`config.mk`:
```
export PLATFORM = sky130hd
export DESIGN_NAME = mmul_seq
export DESIGN_NICKNAME = d
export VERILOG_FILES = /design/src/rtl/mmul_seq_pkg.sv /design/src/rtl/mmul_seq.sv
export SDC_FILE = /design/constraint.sdc
export NUM_CORES = 1
export LEC_CHECK = 0
export CAP_MARGIN = 20
export CORE_MARGIN = 2
export CORE_UTILIZATION = 46
export CTS_CLUSTER_SIZE = 8
export DETAILED_ROUTE_END_ITERATION = 6
export GPL_TIMING_DRIVEN = 0
export MAX_ROUTING_LAYER = met4
export PLACE_DENSITY = 0.95
export SETUP_SLACK_MARGIN = 0.15
export SLEW_MARGIN = 20
export SYNTH_ARGS = -nofsm -noshare
export SYNTH_HDL_FRONTEND = slang
export SYNTH_SLANG_ARGS = --single-unit
```
`constraint.sdc`:
```
create_clock -name clk -period 4.05 [get_ports clk]
set_input_delay 0.405 -clock clk [delete_from_list [all_inputs] [get_ports clk]]
set_output_delay 0.405 -clock clk [all_outputs]
set_load 0.005 [all_outputs]
```
`src/rtl/mmul_seq_pkg.sv`:
```
// Shared definitions for the modular-multiplier operand sequencer:
// default geometry, carry-flag width and the sequencer state encoding.
package mmul_seq_pkg;

    // 256-bit operands carried as 16 words of 16 bits.
    localparam int WORDS_DEF = 16;
    localparam int W_DEF     = 16;

    // Width of the multiplier's carry/status flags.
    localparam int CFLAG_W   = 2;

    // Sequencer states, in the order an operation walks through them.
    typedef enum logic [2:0] {
        ST_IDLE   = 3'd0,
        ST_LOAD_P = 3'd1,
        ST_LOAD_A = 3'd2,
        ST_LOAD_B = 3'd3,
        ST_RUN    = 3'd4,
        ST_ARM    = 3'd5,
        ST_WAIT   = 3'd6,
        ST_UNLOAD = 3'd7
    } state_t;

    // True in the three states that accept operand words from the host.
    function automatic logic is_load_state(input state_t s);
        return (s == ST_LOAD_P) || (s == ST_LOAD_A) || (s == ST_LOAD_B);
    endfunction

endpackage

```
`src/rtl/mmul_seq.sv`:
```
// Operand sequencer for the word-serial modular multiplier. It streams
// P (optional), A and B into the multiplier through registered load strobes,
// fires a one-cycle start pulse, waits for completion and then unloads the
// result as a valid/ready stream with the carry flags alongside.
module mmul_seq
    import mmul_seq_pkg::*;
#(
    parameter int WORDS = WORDS_DEF,
    parameter int W     = W_DEF
) (
    input  logic               clk,
    input  logic               rst,
    input  logic               start,
    input  logic               skip_p,
    input  logic               abort,
    input  logic [W-1:0]       in_data,
    input  logic               in_valid,
    output logic               in_ready,
    output logic [W-1:0]       out_data,
    output logic               out_valid,
    input  logic               out_ready,
    output logic               out_last,
    output logic [CFLAG_W-1:0] out_cflag,
    output logic               busy,
    output logic [W-1:0]       mm_datain,
    output logic               mm_loadp,
    output logic               mm_loada,
    output logic               mm_loadb,
    output logic               mm_en,
    output logic               mm_outc,
    input  logic               mm_rdy,
    input  logic [CFLAG_W-1:0] mm_cflag,
    input  logic [W-1:0]       mm_c
);

    localparam int            CW       = (WORDS > 1) ? $clog2(WORDS) : 1;
    localparam logic [CW-1:0] CNT_LAST = CW'(WORDS - 1);

    state_t               state_q, state_d;
    logic [CW-1:0]        cnt_q;
    logic                 issued_all_q;
    logic [W-1:0]         mm_datain_q;
    logic                 mm_loadp_q, mm_loada_q, mm_loadb_q;
    logic                 mm_en_q;
    logic [W-1:0]         out_data_q;
    logic                 out_valid_q;
    logic                 out_last_q;
    logic [CFLAG_W-1:0]   out_cflag_q;

    logic                 load_fire;
    logic                 cnt_at_last;
    logic                 out_accept;
    logic                 unload_issue;
    logic                 finish_wait;

    // Handshake and event decodes shared by the FSM and the datapath.
    assign in_ready     = is_load_state(state_q);
    assign load_fire    = in_valid & in_ready;
    assign cnt_at_last  = (cnt_q == CNT_LAST);
    assign out_accept   = out_valid_q & out_ready;
    // Rotate the next result word out only while the output register is
    // free or being drained this cycle, so no word is ever overwritten.
    assign unload_issue = (state_q == ST_UNLOAD) & (~out_valid_q | out_ready)
                          & ~issued_all_q & ~abort;
    assign finish_wait  = (state_q == ST_WAIT) & mm_rdy;

    assign busy      = (state_q != ST_IDLE);
    assign mm_outc   = unload_issue;
    assign mm_datain = mm_datain_q;
    assign mm_loadp  = mm_loadp_q;
    assign mm_loada  = mm_loada_q;
    assign mm_loadb  = mm_loadb_q;
    assign mm_en     = mm_en_q;
    assign out_data  = out_data_q;
    assign out_valid = out_valid_q;
    assign out_last  = out_last_q;
    assign out_cflag = out_cflag_q;

    // State register.
    always_ff @(posedge clk or posedge rst) begin
        if (rst) begin
            state_q <= ST_IDLE;
        end else begin
            state_q <= state_d;
        end
    end

    // Next-state logic; abort overrides every other transition.
    always_comb begin
        state_d = state_q;
        if (abort) begin
            state_d = ST_IDLE;
        end else begin
            unique case (state_q)
                ST_IDLE: begin
                    if (start) begin
                        state_d = skip_p ? ST_LOAD_A : ST_LOAD_P;
                    end
                end
                ST_LOAD_P: begin
                    if (load_fire && cnt_at_last) begin
                        state_d = ST_LOAD_A;
                    end
                end
                ST_LOAD_A: begin
                    if (load_fire && cnt_at_last) begin
                        state_d = ST_LOAD_B;
                    end
                end
                ST_LOAD_B: begin
                    if (load_fire && cnt_at_last) begin
                        state_d = ST_RUN;
                    end
                end
                ST_RUN: begin
                    state_d = ST_ARM;
                end
                // The multiplier's ready may still be high from the last
                // operation; it only clears once mm_en has been seen, so
                // ARM never looks at it.
                ST_ARM: begin
                    state_d = ST_WAIT;
                end
                ST_WAIT: begin
                    if (mm_rdy) begin
                        state_d = ST_UNLOAD;
                    end
                end
                ST_UNLOAD: begin
                    if (out_accept && out_last_q) begin
                        state_d = ST_IDLE;
                    end
                end
                default: begin
                    state_d = ST_IDLE;
                end
            endcase
        end
    end

    // Word counter: counts accepted operand words, wrapping at the end of
    // each operand, then counts result words issued during unload.
    always_ff @(posedge clk or posedge rst) begin
        if (rst) begin
            cnt_q        <= '0;
            issued_all_q <= 1'b0;
        end else if (abort) begin
            cnt_q        <= '0;
            issued_all_q <= 1'b0;
        end else if (load_fire) begin
            cnt_q <= cnt_at_last ? '0 : cnt_q + 1'b1;
        end else if (finish_wait) begin
            cnt_q        <= '0;
            issued_all_q <= 1'b0;
        end else if (unload_issue) begin
            cnt_q <= cnt_at_last ? '0 : cnt_q + 1'b1;
            if (cnt_at_last) begin
                issued_all_q <= 1'b1;
            end
        end
    end

    // Load path: one registered strobe per accepted word, data alongside.
    always_ff @(posedge clk or posedge rst) begin
        if (rst) begin
            mm_datain_q <= '0;
            mm_loadp_q  <= 1'b0;
            mm_loada_q  <= 1'b0;
            mm_loadb_q  <= 1'b0;
        end else begin
            mm_loadp_q <= 1'b0;
            mm_loada_q <= 1'b0;
            mm_loadb_q <= 1'b0;
            if (load_fire && !abort) begin
                mm_datain_q <= in_data;
                mm_loadp_q  <= (state_q == ST_LOAD_P);
                mm_loada_q  <= (state_q == ST_LOAD_A);
                mm_loadb_q  <= (state_q == ST_LOAD_B);
            end
        end
    end

    // Start pulse: registered from RUN, so it lands one cycle after the
    // final B strobe.
    always_ff @(posedge clk or posedge rst) begin
        if (rst) begin
            mm_en_q <= 1'b0;
        end else begin
            mm_en_q <= (state_q == ST_RUN) && !abort;
        end
    end

    // Carry flags: cleared when a new operation is accepted, captured as
    // the multiplier reports completion.
    always_ff @(posedge clk or posedge rst) begin
        if (rst) begin
            out_cflag_q <= '0;
        end else if (!abort) begin
            if (state_q == ST_IDLE && start) begin
                out_cflag_q <= '0;
            end else if (finish_wait) begin
                out_cflag_q <= mm_cflag;
            end
        end
    end

    // Result stream register: captures the multiplier's current LSW in the
    // same cycle it is rotated, and drops valid once drained with nothing new.
    always_ff @(posedge clk or posedge rst) begin
        if (rst) begin
            out_data_q  <= '0;
            out_valid_q <= 1'b0;
            out_last_q  <= 1'b0;
        end else if (abort) begin
            out_valid_q <= 1'b0;
            out_last_q  <= 1'b0;
        end else if (unload_issue) begin
            out_data_q  <= mm_c;
            out_valid_q <= 1'b1;
            out_last_q  <= cnt_at_last;
        end else if (out_accept) begin
            out_valid_q <= 1'b0;
            out_last_q  <= 1'b0;
        end
    end

endmodule

```
* Word-level counts from Yosys, hierarchy flattened
Cells that the tools add are included.
** Storage, ports and cells
- Logic and storage cells :: 86
- Input port bits :: 42
- Output and inout port bits :: 43
- Bits in registers :: 48
** Operators by class
- Reduce and logical (&&, ||, !) cells :: 19
- Eq/ne operators :: 15
- Bitwise operators :: 10
- Add/subtract/negate cells :: 1
- Mux-type cells :: 29
** Operator list (number)
- case mux 3 bit (8 select lines) :: 1
- 2-to-1 mux 3 bit :: 7
- 2-to-1 mux 4 bit :: 5
- 2-to-1 mux 1 bit :: 13
- == test 3 bit, second input constant :: 4
- != test 3 x 2 -> 1 bit, second input constant :: 4
- nonzero test 3 bit :: 4
- bitwise AND 1 bit :: 6
- == test 3 x 2 -> 1 bit, second input constant :: 2
- 2-to-1 mux 2 bit :: 3
- != test 3 bit, second input constant :: 2
- AND reduction 6 bit :: 1
- logical AND 1 bit :: 5
- adder 4 x 1 -> 4 bit, second input constant :: 1
- == test 4 bit, second input constant :: 1
- AND reduction 2 bit :: 2
- nonzero test 4 bit :: 1
- == test 3 x 1 -> 1 bit, second input constant :: 1
- logical NOT 3 bit :: 1
- inverter 1 bit :: 3
- AND reduction 3 bit :: 1
- logical OR 1 bit :: 2
- != test 2 bit, second input constant :: 1
- nonzero test 2 bit :: 1
- other kinds (2) :: 2

* Depth between registers and ports, before layout
- Depth in word-level cells :: 9
- Depth in mapped cells :: 6
- Mapped depth without buffers :: 5

* Least setup slack after synthesis
No wires, ideal clock.
- Path type :: flip-flop to flip-flop
- From :: register state_q[1]
- To :: register out_data_q[0], in the netlist out_data[0]
- Setup time :: 0.127 ns
- Path buffers :: 2
- Period minus slack after synthesis :: 1.526 ns
- Data required time :: 3.923 ns
- Path slack :: 2.524 ns
- Arrival :: 1.399 ns
- Cell stages (with the launch flop) :: 7
- Path through :: dfrtp_1 -> buf_4 -> and4b_4 -> nand2_4 -> nor2_8 -> buf_8 -> mux2_1
** Between the ends
- Word-level cells in the longest chain between the ends :: 5
** Ends and longest elaborated chain
- start: declaration :: line mmul_seq.sv:39 : state_t state_q, state_d;
- start signal: assignment :: line mmul_seq.sv:84 : state_q <= state_d;
- == test 3 bit :: line mmul_seq.sv:63 : assign unload_issue = (state_q == ST_UNLOAD) & (~out_valid_q | out_ready)
- bitwise AND 1 bit :: line mmul_seq.sv:63
- bitwise AND 1 bit (2 in series) :: line mmul_seq.sv:64 : & ~issued_all_q & ~abort;
- via mm_outc :: line mmul_seq.sv:30 : output logic mm_outc,
- AND reduction 2 bit (no source line)
- end signal: assignment :: line mmul_seq.sv:218 : out_data_q <= mm_c;
- end: declaration :: line mmul_seq.sv:45 : logic [W-1:0] out_data_q;
The timed path passes the listed nets, and every way through them passes these cells.
A chain may end at the register's enable or synchronous reset.

* Final worst setup path
- From :: input out_ready
- To :: output mm_outc
** Between the ends
- Word-level cells in the longest chain between the ends :: 4
** Ends and longest elaborated chain
- start: declaration :: line mmul_seq.sv:21 : input logic out_ready,
- bitwise OR 1 bit :: line mmul_seq.sv:63
- bitwise AND 1 bit :: line mmul_seq.sv:63
- bitwise AND 1 bit (2 in series) :: line mmul_seq.sv:64
- end: declaration :: line mmul_seq.sv:30
Every way passes these cells.

==> impl_metrics.ini <==
[synth]
synth-xor-area-share = 0
syn-num-nets = 199
ys.flop_type = dfrtp_1
synth_edf_count = 0
synth_compound_area_frac = 0.08643
ys_seq_area_frac = 0.5762
yosys.area_share.simple = 0.1098
syn_inst = 156
synth_top_area_frac = 0.5762
synth_common_cells = dfrtp_1, mux2_1, mux2_2, nand2_1, a21oi_1
syn_area_per_cell_sq_um = 13.36
synth_top_cell_by_area = dfrtp_1
synth_fa_ha_area_frac = 0.006002
ys_warn_count = 0
async_flop_share = 1.000
syn-cell-area_sq_mm = 0.002084
synth_area_leaders = dfrtp_1, mux2_1, mux2_2
yosysMostFrequentCell = dfrtp_1
synth_top_family_by_area = multiplexers
synth_cell_types = 41
ys_ff_latch = 48
synth.area.mux_share = 0.1885

[timing]
finalSetupViolCount = 0
fin_crit_ns = 2.540
fmax_mhz = 393.7
rsz0062_at_grt = no
finalHoldViolCount = 0
fin_crit_sh = 0.6272
worst_slew_pin_slew_ns = 0.4987
slew_violations = 0
whs_ns = 0.4592
relSlewSlack = 0.6670
setup_tns_ns = 0
fin_worst_skew_ns = 0.005251

[layout]
nets = 291
layout-drive-gt1-share = 0.1406
seqCellArea_sq_mm = 0.001201
n_antenna_cell = 0
multi_input_area_sq_um = 814.5
fillCellCount = 310
syn_to_final_growth_pct = 48.92

[cts]
clk_path_buf_depth = 2
cts_setup_buffers = 0
clock_latency_ns = 0.30
htree_levels = 2
hold_buffers = 0
clock_sinks = 48
cts.reportedPaths.clkPinSlew_ns = 0.09
cts_root_buf = clkbuf_8
cts_tree = done
cts_resized = 0
cts_inserted_buffers = 5

[worst_setup_path]
worstPathArrival_ns = 2.14
slowest_stage = clkdlybuf4s50_1
slowest_delay_ns = 0.50
critPathBufInv = 3
path_common_cell = clkdlybuf4s50_1
critical_path_class = input pin to output port
cp.required_ns = 3.64
crit_family = buffers and inverters
end_kind = output port
crit_chain = clkdlybuf4s50_1 -> nand2b_1 -> nand2_4 -> nor2_8 -> buf_8 -> clkdlybuf4s50_1
worst-path-max-fanout = 10
cp-start-kind = input pin

[power_and_ir_drop]
powerDensity_mw_per_mm2 = 442.2
peakVddDrop_uv = 305.9
leakage_nw = 1.351

[global_routing]
groute.usage.overall = 0.2072
grt_pass1_vias = 1640
overflow = 0
grt_first_pass_wirelength_um = 7900
antenna_found_initial = 0
grt_max_degree = 27

[floorplanning]
dieArea_sq_mm = 0.005086
die_x_um = 71.32
rows = 24
coreArea_sq_mm = 0.004354
fp.dieH_um = 71.32
start_util = 0.4787
num_io_pins = 85

[detailed_routing]
ant_nets = 0
drt_wl_total_um = 4974
vias_per_cell = 5.336
drc = 0
num_vias = 1606
dr.pass1.iters = 4
drt_iter0_drc = 151
avgRoutedWirePerCell_um = 16.52

[placement]
gp_congestion = 0.7915
hpwl_um = 3818
io_buffers = 84

[outcome]
status = finished clean

[hold_path]
hp-class = input pin to async pin

[flow_run]
cap_violations = 0
registers in the layout, summed over array words and instances (netlist names):
register      count
mm_loadb          1
state_q           3
cnt_q             4
out_data         16
mm_loadp          1
out_last          1
mm_datain        16
out_cflag         2
out_valid         1
issued_all_q      1
mm_loada          1
mm_en             1
report_power, final:
group / switching [W] / internal, W
clock network: 0.000161 / 0.000139
registers: 0.0000521 / 0.000577
logic: 0.000152 / 0.000292
cells by family after synthesis:
family                     Yosys count
DFF                                 48
muxes                               35
and+or+nand+nor                     35
AOI/OAI and AO/OA                   25
adders and majority gates            1
buffers and inverters               12
worst reg2reg max path, delay by kind of cell (launching register included):
kind          cells  cell delay (ns)
simple gates      3             0.60
buf+inv           1             0.17
flops             1             0.47
mux               1             0.34
cells in the final DEF, fill, tap and decap left out, types with 2 or more instances in the layout:
cell,Yosys,final
a211oi_1,2,2
a21oi_1,6,6
a31oi_1,3,3
clkbuf_1,3,4
clkbuf_8,0,6
clkdlybuf4s50_1,0,84
dfrtp_1,48,48
inv_1,5,4
mux2_1,19,19
mux2_2,15,15
nand2_1,7,7
nand2b_1,3,3
nand3_1,2,2
nor2_1,3,3
nor3_1,3,3
nor4b_1,3,3
o21ai_0,4,4
o31a_1,2,2
or3_1,4,4
per-layer routing:
layer,GRT usage,vias to the layer above,part of all wire
met5,-,-,0
met3,0.03938,7,0.049
met4,0.06499,0,0.015
met1,0.2470,786,0.40
li1,-,751,-
met2,0.3560,62,0.53
cell type report:
| cell class | count | share of cell area |
|---|---|---|
| Timing Repair Buffer | 85 | 0.2773 |
| Clock buffer | 7 | 0.02781 |
| Buffer | 7 | 0.01612 |
| Sequential cell | 48 | 0.3869 |
| Clock inverter | 1 | 0.002418 |
| Inverter | 5 | 0.006046 |
| Tap cell | 52 | 0.02096 |
| Multi-Input combinational cell | 96 | 0.2624 |
per-stage QoR:
| step | power, W | instances | area (sq um) | setup slack (ns) | util |
|---|---|---|---|---|---|
| floorplan | 0.0007950 | 156 | 2085 | 2.501 | - |
| global placement | 0.001058 | 292 | 2990 | 1.522 | 0.6868 |
| detailed placement | 0.001085 | 293 | 3010 | 1.507 | 0.6914 |
| CTS | 0.001382 | 301 | 3104 | 1.492 | 0.7129 |
| global route | 0.001441 | 301 | 3104 | 1.386 | 0.7129 |
| finish | 0.001373 | 301 | 3104 | 1.510 | 0.7129 |
worst paths after layout:
check | from | end | slack, ns | depth (start not counted)
worst max-delay path | out_ready | mm_outc | 1.51 | 6
worst min-delay path | rst | out_data[2] | 0.46 | 2
worst max register to register | state_q[0] | out_data[8] | 2.36 | 5
worst min register to register | mm_datain[3] | mm_datain[3] | 0.49 | 1
max in group asynchronous | rst | out_data[14] | 3.08 | 3
min in group clk | mm_datain[3] | mm_datain[3] | 0.49 | 1
(Power assumes the default switching activity.)
